--- config.mk ---
export PLATFORM = sky130hd
export DESIGN_NAME = arbiter_nmaster
export DESIGN_NICKNAME = d
export VERILOG_FILES = /design/src/rtl/arbiter_nmaster.sv
export SDC_FILE = /design/constraint.sdc
export NUM_CORES = 1
export LEC_CHECK = 0
export BUFFER_PORTS_ARGS = -buffer_cell sky130_fd_sc_hd__buf_2
export CORE_AREA = 2 2 39 41
export DETAILED_ROUTE_END_ITERATION = 16
export DIE_AREA = 0 0 41 43
export PLACE_DENSITY = 0.69
export REMOVE_ABC_BUFFERS = 1
export SLEW_MARGIN = 20
export SYNTH_ARGS = -nofsm -noshare
export SYNTH_HDL_FRONTEND = slang
export SYNTH_SLANG_ARGS = --single-unit
--- constraint.sdc ---
create_clock -name clk -period 4.5 [get_ports clk]
set_input_delay 0.225 -clock clk [delete_from_list [all_inputs] [get_ports clk]]
set_output_delay 0.225 -clock clk [all_outputs]
set_load 0.02 [all_outputs]
--- src/rtl/arbiter_nmaster.sv ---
// N-master bus arbiter: fixed-priority or round-robin selection, optional hold-limit
// preemption, and a forced one-cycle all-zero grant gap between any two owners.
module arbiter_nmaster #(
    parameter int NUM_MASTERS = 4,
    parameter bit RR_MODE     = 1'b1,
    parameter int MAX_HOLD    = 0
) (
    input  logic                           clk,
    input  logic                           rstn,
    input  logic [NUM_MASTERS-1:0]         breq,
    output logic [NUM_MASTERS-1:0]         bgrant,
    output logic                           grant_valid,
    output logic [$clog2(NUM_MASTERS)-1:0] grant_id,
    output logic                           preempt
);

    localparam int IDW = $clog2(NUM_MASTERS);
    localparam int HCW = (MAX_HOLD > 1) ? $clog2(MAX_HOLD) : 1;
    localparam logic [HCW-1:0] HOLD_LAST = (MAX_HOLD > 0) ? HCW'(MAX_HOLD - 1) : '0;
    localparam logic [IDW-1:0] LAST_ID   = IDW'(NUM_MASTERS - 1);

    typedef enum logic {
        IDLE,
        GRANT
    } state_t;

    state_t                 state, state_nxt;
    logic [NUM_MASTERS-1:0] bgrant_nxt;
    logic                   valid_nxt;
    logic [IDW-1:0]         id_nxt;
    logic                   preempt_nxt;
    logic [IDW-1:0]         rr_ptr, rr_nxt;
    logic [HCW-1:0]         hold_cnt, hold_nxt;

    logic                   win_found;
    logic [IDW-1:0]         win_id;
    int                     cand;
    logic                   hold_limit;
    logic                   others_req;

    // In round-robin mode the search starts at rr_ptr and wraps at NUM_MASTERS,
    // so a non-power-of-two master count never produces an out-of-range index.
    always_comb begin
        // NOTE: every combinational output gets a default first so no latch is inferred.
        win_found = 1'b0;
        win_id    = '0;
        cand      = 0;
        for (int i = 0; i < NUM_MASTERS; i++) begin
            cand = RR_MODE ? int'(rr_ptr) + i : i;
            if (cand >= NUM_MASTERS) cand = cand - NUM_MASTERS;
            if (!win_found && breq[IDW'(cand)]) begin
                win_found = 1'b1;
                win_id    = IDW'(cand);
            end
        end
    end

    assign hold_limit = (MAX_HOLD > 0) && (hold_cnt == HOLD_LAST);
    assign others_req = |(breq & ~bgrant);

    always_comb begin
        state_nxt   = state;
        bgrant_nxt  = bgrant;
        valid_nxt   = grant_valid;
        id_nxt      = grant_id;
        preempt_nxt = 1'b0;
        rr_nxt      = rr_ptr;
        hold_nxt    = hold_cnt;
        unique case (state)
            IDLE: begin
                bgrant_nxt = '0;
                valid_nxt  = 1'b0;
                id_nxt     = '0;
                if (win_found) begin
                    state_nxt          = GRANT;
                    bgrant_nxt[win_id] = 1'b1;
                    valid_nxt          = 1'b1;
                    id_nxt             = win_id;
                    hold_nxt           = '0;
                    rr_nxt             = (win_id == LAST_ID) ? '0 : win_id + 1'b1;
                end
            end
            GRANT: begin
                // An owner drop takes precedence over a coincident hold-limit hit.
                if (!breq[grant_id] || (hold_limit && others_req)) begin
                    state_nxt   = IDLE;
                    bgrant_nxt  = '0;
                    valid_nxt   = 1'b0;
                    id_nxt      = '0;
                    preempt_nxt = breq[grant_id];
                end else if (hold_cnt != HOLD_LAST) begin
                    hold_nxt = hold_cnt + 1'b1;
                end
            end
            default: state_nxt = IDLE;
        endcase
    end

    // NOTE: sequential state uses non-blocking assignments so all registers update together.
    always_ff @(posedge clk or negedge rstn) begin
        if (!rstn) begin
            state       <= IDLE;
            bgrant      <= '0;
            grant_valid <= 1'b0;
            grant_id    <= '0;
            preempt     <= 1'b0;
            rr_ptr      <= '0;
            hold_cnt    <= '0;
        end else begin
            state       <= state_nxt;
            bgrant      <= bgrant_nxt;
            grant_valid <= valid_nxt;
            grant_id    <= id_nxt;
            preempt     <= preempt_nxt;
            rr_ptr      <= rr_nxt;
            hold_cnt    <= hold_nxt;
        end
    end

endmodule

==> results of run 1 <==
-- worst max path at each step --
stage	startpoint	to	slack (ps)	cells past startpoint
after global routing	rr_ptr[1]	rr_ptr[1]	2660	6
final	rr_ptr[1]	rr_ptr[1]	2800	6
after floorplan	breq[0]	rr_ptr[1]	2880	6
after global placement	breq[0]	rr_ptr[1]	2690	7
after detailed placement	breq[0]	rr_ptr[1]	2680	7
after CTS	rr_ptr[1]	rr_ptr[1]	2790	6
-- layout make-up --
class                   instances  area (um2)  share of cell area [%]
clock buffers                   3        22.5                    3.24
inverters                       4        15.0                    2.16
multi-input cells              41         317                    45.6
flip-flops and latches         10         250                    36.0
well taps                      16        20.0                    2.88
repair buffers                 13        70.1                    10.1
-- state kept, by name, indices dropped and copies added (netlist names) --
signal,count
grant_id,2
state,1
grant_valid,1
rr_ptr,2
bgrant,4
-- per-layer routing --
layer | up-vias | wire (um) | global-route usage [%]
met3 | 0 | 45 | 3.14
met2 | 10 | 490 | 23.4
met1 | 229 | 534 | 20.7
li1 | 234 | - | -
met5 | - | 0 | 0
met4 | 0 | 0 | 4.00
-- Yosys cell counts (2+ instances only) --
cell / number / area, um2
nand2_1: 3 / 11.3
a22o_1: 4 / 35.0
or2b_2: 2 / 17.5
inv_1: 4 / 15.0
mux2i_1: 2 / 20.0
nor2_1: 3 / 11.3
nand3_1: 2 / 10.0
dfrtp_1: 10 / 250
ha_1: 4 / 50.1
-- power groups by stage --
stage | Clock [mW] | Sequential (mW) | Combinational [mW]
2_1_floorplan | 0 | 0.184 | 0.143
3_3_place_gp | 0 | 0.157 | 0.230
3_5_place_dp | 0 | 0.157 | 0.232
4_1_cts | 0.0576 | 0.156 | 0.235
5_1_grt | 0.0643 | 0.162 | 0.258
6_report | 0.0542 | 0.156 | 0.231
-- cells in the final DEF (no fill, tap or decap) --
cell	synthesis	final
nand3_1	2	2
and3_1	1	1
o21a_1	1	1
mux2i_1	2	2
a22o_1	4	4
nor2_1	3	3
o22ai_1	1	1
nand3b_1	1	1
or4_4	1	1
or2b_2	2	2
a21o_1	1	1
and2_1	1	1
inv_1	4	4
a32o_1	1	1
a31o_2	1	1
clkbuf_4	0	3
a221oi_1	1	1
o211a_1	1	1
o21ai_0	1	1
dlygate4sd3_1	0	1
a21oi_1	1	1
o32a_1	1	1
and2_4	1	1
nand2b_1	1	1
a31oi_1	1	1
ha_1	4	4
mux2_2	1	1
dfrtp_1	10	10
nand2_1	3	3
a21o_2	1	1
buf_2	0	12
conb_1	1	1
or2_1	1	1
-- through the flow --
step / std cells / hold WS [ps] / util (%) / total power, mW
2_1_floorplan: 55 / -70.6 / - / 0.326
3_3_place_gp: 83 / 91.8 / 47.8 / 0.387
3_5_place_dp: 83 / 97.6 / 47.8 / 0.389
4_1_cts: 87 / 360 / 50.2 / 0.448
5_1_grt: 87 / 362 / 50.2 / 0.484
6_report: 87 / 365 / 50.2 / 0.441
-- cells by family after synthesis --
logic type | count (synthesis)
buf+inv | 6
other cells | 1
flops | 10
compound gates | 16
simple gates | 17
fa+ha+maj | 4
mux | 3
-- worst register-to-register path: cells and delay by family (launching register included) --
| family | cells | cell delay [ps] |
|---|---|---|
| mux | 1 | 360 |
| compound gates | 2 | 260 |
| simple gates | 2 | 280 |
| fa+ha+maj | 1 | 300 |
| flops | 1 | 390 |
==> impl_metrics.yaml, run 1 <==
status:
  run_status: "complete, no violations"
worst_setup_path:
  worstPathMaxFanout: 5
  cp_num_buf_inv: 0
  worst_path_max_delay_cell: "dfrtp_1"
  timing.critical_path.arrival_ps: 1830
  critical_path.reg2reg.endpoint: "rr_ptr[1]"
  worstRegToRegCells: 6
  cp_top_family: "flip-flops"
  endpoint_kind: "register"
  crit_path_cell_trace: "mux2_2 > o21a_1 > and3_1 > ha_1 > nand3_1 > o21ai_0"
  timing.critical_path.slowest_cell_delay_ps: 390
  setup.worst_path.start_class: "register"
  crit_required_ps: 4630
  critPathKind: "reg -> reg"
  worst_r2r_startpoint: "rr_ptr[1]"
  reg2reg_setup_slack_ps: 2800
route:
  routed-via-count: 473
  drtIter0Drc: 10
  routed_wl_mm: 1.07
  via_per_inst: 5.44
  route.detailed.drc: 0
  routedWlPerCell_um: 12.3
  drt_pre_antenna_iters: 4
  drtAntennaViolNets: 0
sta:
  min_period_over_period_pct: 37.9
  period_needed_ps: 1700
  setup_viol_count_final: 0
  rsz_0062_raised_after_global_routing: "false"
  worst_slew_pin_slew_ps: 599
  slew-limit-headroom_pct: 60.0
  final_hold_violating_endpoints: 0
  clock-skew-final_ps: 1.67
  slew_viol_final: 0
  max_freq_mhz: 587
  layout_setup_ws_ps: 2800
  timing.setup.tns_ps: 0
yosys:
  yosysUniqueCellTypes: 32
  synth_top_family_by_area: "compound AO/OA/AOI/OAI gates"
  postSynthCellCount: 57
  synth_simple_gate_area_share_pct: 17.1
  fraction_of_synthesized_cell_area_in_xor_and_xnor_cells_pct: 0
  synth_area_per_cell_um2: 10.5
  synth-adder-area-share_pct: 8.33
  area_fraction_in_compound_gates_after_synthesis_pct: 21.5
  synth_edf_count: 0
  post_synth_instance_area_um2: 601
  synth_top_flop_cell: "dfrtp_1"
  ys_ff_latch: 10
  yosys_warnings: 0
  yosysSeqAreaShare_pct: 41.7
  post_synth_mux_area_share_pct: 5.21
  async_flop_share_pct: 100
layout:
  number_of_fillers_in_the_final_layout: 128
  fin_nets: 83
  antenna-diode-count: 0
  drive_above_1_share_pct: 31.0
  flow.area_growth_from_synthesis_pct: 15.6
  finish.instance_area_um2: 694
power_and_ir_drop:
  peakVddDrop_v: 0.000314
  power.switching_uw: 177
  sw_frac_of_total_pct: 40.1
  pwr-share-seq_pct: 35.3
  p_clk_share_pct: 12.3
  total_leakage_power_nw: 0.360
  power_density_nw_per_um2: 635
  comb_power_share_pct: 52.4
  internal_power_uw: 264
cts:
  cts.repair_timing.setup_buffer_count: 0
  cts_tree: "built"
  clkSlewWorstSetupHoldPaths_ps: 60
  clock_tree.buffer_depth: 2
  number_of_gates_resized_after_cts: 0
  cts-htree-levels: 1
  cts_hold_repair.buffers: 1
  numCtsBuffers: 3
  cts_root_buffer: "clkbuf_4"
  clock_insertion_delay_worst_skew_ps: 250
  clock_sinks: 10
floorplanning:
  core_region_area_um2: 1380
  io_pins: 14
  fp-row-count: 14
  chipWidth_um: 41
  floorplan.die_area_um2: 1760
  start_util_pct: 43.4
  die_y_um: 43
place:
  detailed_place_hpwl_um: 855
  dpl_worst_slack_ps: 2680
  io_buffer_count: 12
  globalplace.congestion: 0.734
  dpl-instance-area_um2: 662
grt:
  gr-total-overflow: 0
  grt_util_all_layers_pct: 15.1
  grt_antenna_before_repair: 0
  grt_start_max_net_pins: 11
  grt_pass1_wl_mm: 1.82
  first_global_vias: 457
worst_hold_path:
  worst_hold_path_type: "in -> async"
flow_run:
  timing.max_cap.violations: 0
(Power assumes the default switching activity.)
==> inputs of run 2 (changes only) <==
- clock period: 4.5 -> 1.6 ns (I/O delays scaled with it)
==> run 2 against run 1 <==
Net effect:
- cell count up 18%
- sequential power rose to 2.8 times the previous value
- final area up 32%
- first-iteration DRC count down 30%
- sequential cell count unchanged
- register-to-register slack worse by 2800 ps
- via count up 16%
- sequential share of layout area down 8.8 points
- setup slack worse by 2800 ps
- critical path depth unchanged
- clock-buffer cell count up 1
- the flow now finishes with violations (setup timing)
- non-clock buffer count up 15
==> impl_metrics.yaml, run 2 (synthesized netlist as in run 1, its figures left out) <==
worst_setup_path:
  setup.worst_path.start_class: "register"
  cp_num_buf_inv: 0
  cp_top_family: "flip-flops"
  crit_path_cell_trace: "mux2_4 > o21a_1 > and3_4 > ha_4 > nand3_2 > o21ai_1"
  timing.critical_path.arrival_ps: 1800
  endpoint_kind: "register"
  worst_path_max_delay_cell: "dfrtp_1"
  crit_required_ps: 1790
  worstPathMaxFanout: 3
  critPathKind: "reg -> reg"
  timing.critical_path.slowest_cell_delay_ps: 420
layout:
  mostFrequentLayoutCell: "buf_4"
  top_registers: "bgrant x4, grant_id x2, rr_ptr x2"
  number_of_fillers_in_the_final_layout: 115
  antenna-diode-count: 0
  number_of_flip_flops_in_the_largest_register: 4
  layout.cells.most_common_list: "13 x buf_4, 12 x buf_2, 10 x dfrtp_1"
  drive_above_1_share_pct: 58.6
  flow.area_growth_from_synthesis_pct: 52.7
  fin_nets: 98
  reg_with_most_ffs: "bgrant"
  finalNonFillerCells: 103
sta:
  rsz_0062_raised_after_global_routing: "true"
  layout_setup_ws_ps: -6.13
  setup_viol_count_final: 2
  timing.setup.tns_ps: -6.98
  final_hold_violating_endpoints: 0
  clock-skew-final_ps: 1.72
  min_period_over_period_pct: 100
  slew_viol_final: 0
  max_freq_mhz: 623
  period_needed_ps: 1610
status:
  failing_checks: "setup timing"
  run_status: "finished with violations"
power_and_ir_drop:
  post-layout-total-power_mw: 1.70
  power_density_nw_per_um2: 1860
  total_leakage_power_nw: 0.455
  peakVddDrop_v: 0.00102
floorplanning:
  io_pins: 14
  floorplan.die_area_um2: 1760
  core_region_area_um2: 1380
  fp-row-count: 14
  die_y_um: 43
  start_util_pct: 43.4
  chipWidth_um: 41
place:
  globalplace.congestion: 0.819
  dpl.cell_count: 93
  detailed_place_hpwl_um: 940
  io_buffer_count: 12
grt:
  grt_antenna_before_repair: 0
  grt_start_max_net_pins: 11
  gr-total-overflow: 0
  grt_pass1_wl_mm: 2.12
  grt_util_all_layers_pct: 18.9
  first_global_vias: 516
route:
  routed_wl_mm: 1.50
  via_per_inst: 5.33
  route.detailed.drc: 0
  drt_pre_antenna_iters: 2
  routed-via-count: 549
  routedWlPerCell_um: 14.6
  drtIter0Drc: 7
  drtAntennaViolNets: 0
cts:
  cts_tree: "built"
  cts-htree-levels: 1
  cts_root_buffer: "clkbuf_4"
  clock_tree.buffer_depth: 2
  clock_insertion_delay_worst_skew_ps: 260
  numCtsBuffers: 3
  clock_sinks: 10
  clkSlewWorstSetupHoldPaths_ps: 70
worst_hold_path:
  worst_hold_path_type: "in -> async"
flow_run:
  timing.max_cap.violations: 0
-- run 2: final cells by class --
type	count	area (um2)	area share [%]
multi-input combinational	41	405	44.2
sequential	10	250	27.3
inverter	4	15.0	1.64
tap	16	20.0	2.18
timing repair buffer	28	190	20.7
clock buffer	4	36.3	3.96
-- run 2: timing repair --
action	4_1_cts	5_1_grt
endpoints found under the hold margin	10	0
pin swaps	0	12
gates resized for setup	5	16
buffers inserted	3	2
hold buffers	1	0
endpoints found under the setup margin	4	5
-- run 2: through the flow --
step,setup slack (ps),area (um2),util (%),hold WS [ps]
after floorplan,-13.5,582,-,-216
after global placement,-44.0,737,53.3,-50.3
after detailed placement,-109,737,53.3,-45.6
after CTS,2.55,836,60.4,193
after global routing,-52.1,917,66.3,217
final,-6.13,917,66.3,196
-- run 2: path summary, 6_finish.rpt --
check | slack, ps | end | startpoint | depth (start not counted)
max | -6 | rr_ptr[1] | rr_ptr[1] | 6
min | 200 | grant_id[1] | rstn | 2
max reg2reg | -6 | rr_ptr[1] | rr_ptr[1] | 6
min reg2reg | 480 | grant_valid | grant_valid | 1
max in group asynchronous | 1210 | rr_ptr[1] | rstn | 2
min in group clk | 330 | rr_ptr[1] | breq[3] | 5
-- run 2: worst register-to-register path: stages (launching register included) --
cell and delay [ps]:
dfrtp_1 420, mux2_4 320, o21a_1 210, and3_4 180, ha_4 260, nand3_2 60, o21ai_1 80
-- run 2: report_power, final --
group | internal, mW | switching, mW | leakage [nW]
logic | 0.540 | 0.497 | 0.308
registers | 0.360 | 0.0797 | 0.126
clock network | 0.138 | 0.0885 | 0.0210
total | 1.04 | 0.665 | 0.455
-- run 2: per-layer routing --
| metal | global-route usage (%) | wire length, um | share of wire, % |
|---|---|---|---|
| met1 | 24.1 | 651 | 43 |
| met2 | 28.1 | 764 | 51 |
| met3 | 2.62 | 49 | 3.3 |
| met4 | 12.7 | 36 | 2.4 |
| met5 | 0 | 0 | 0 |
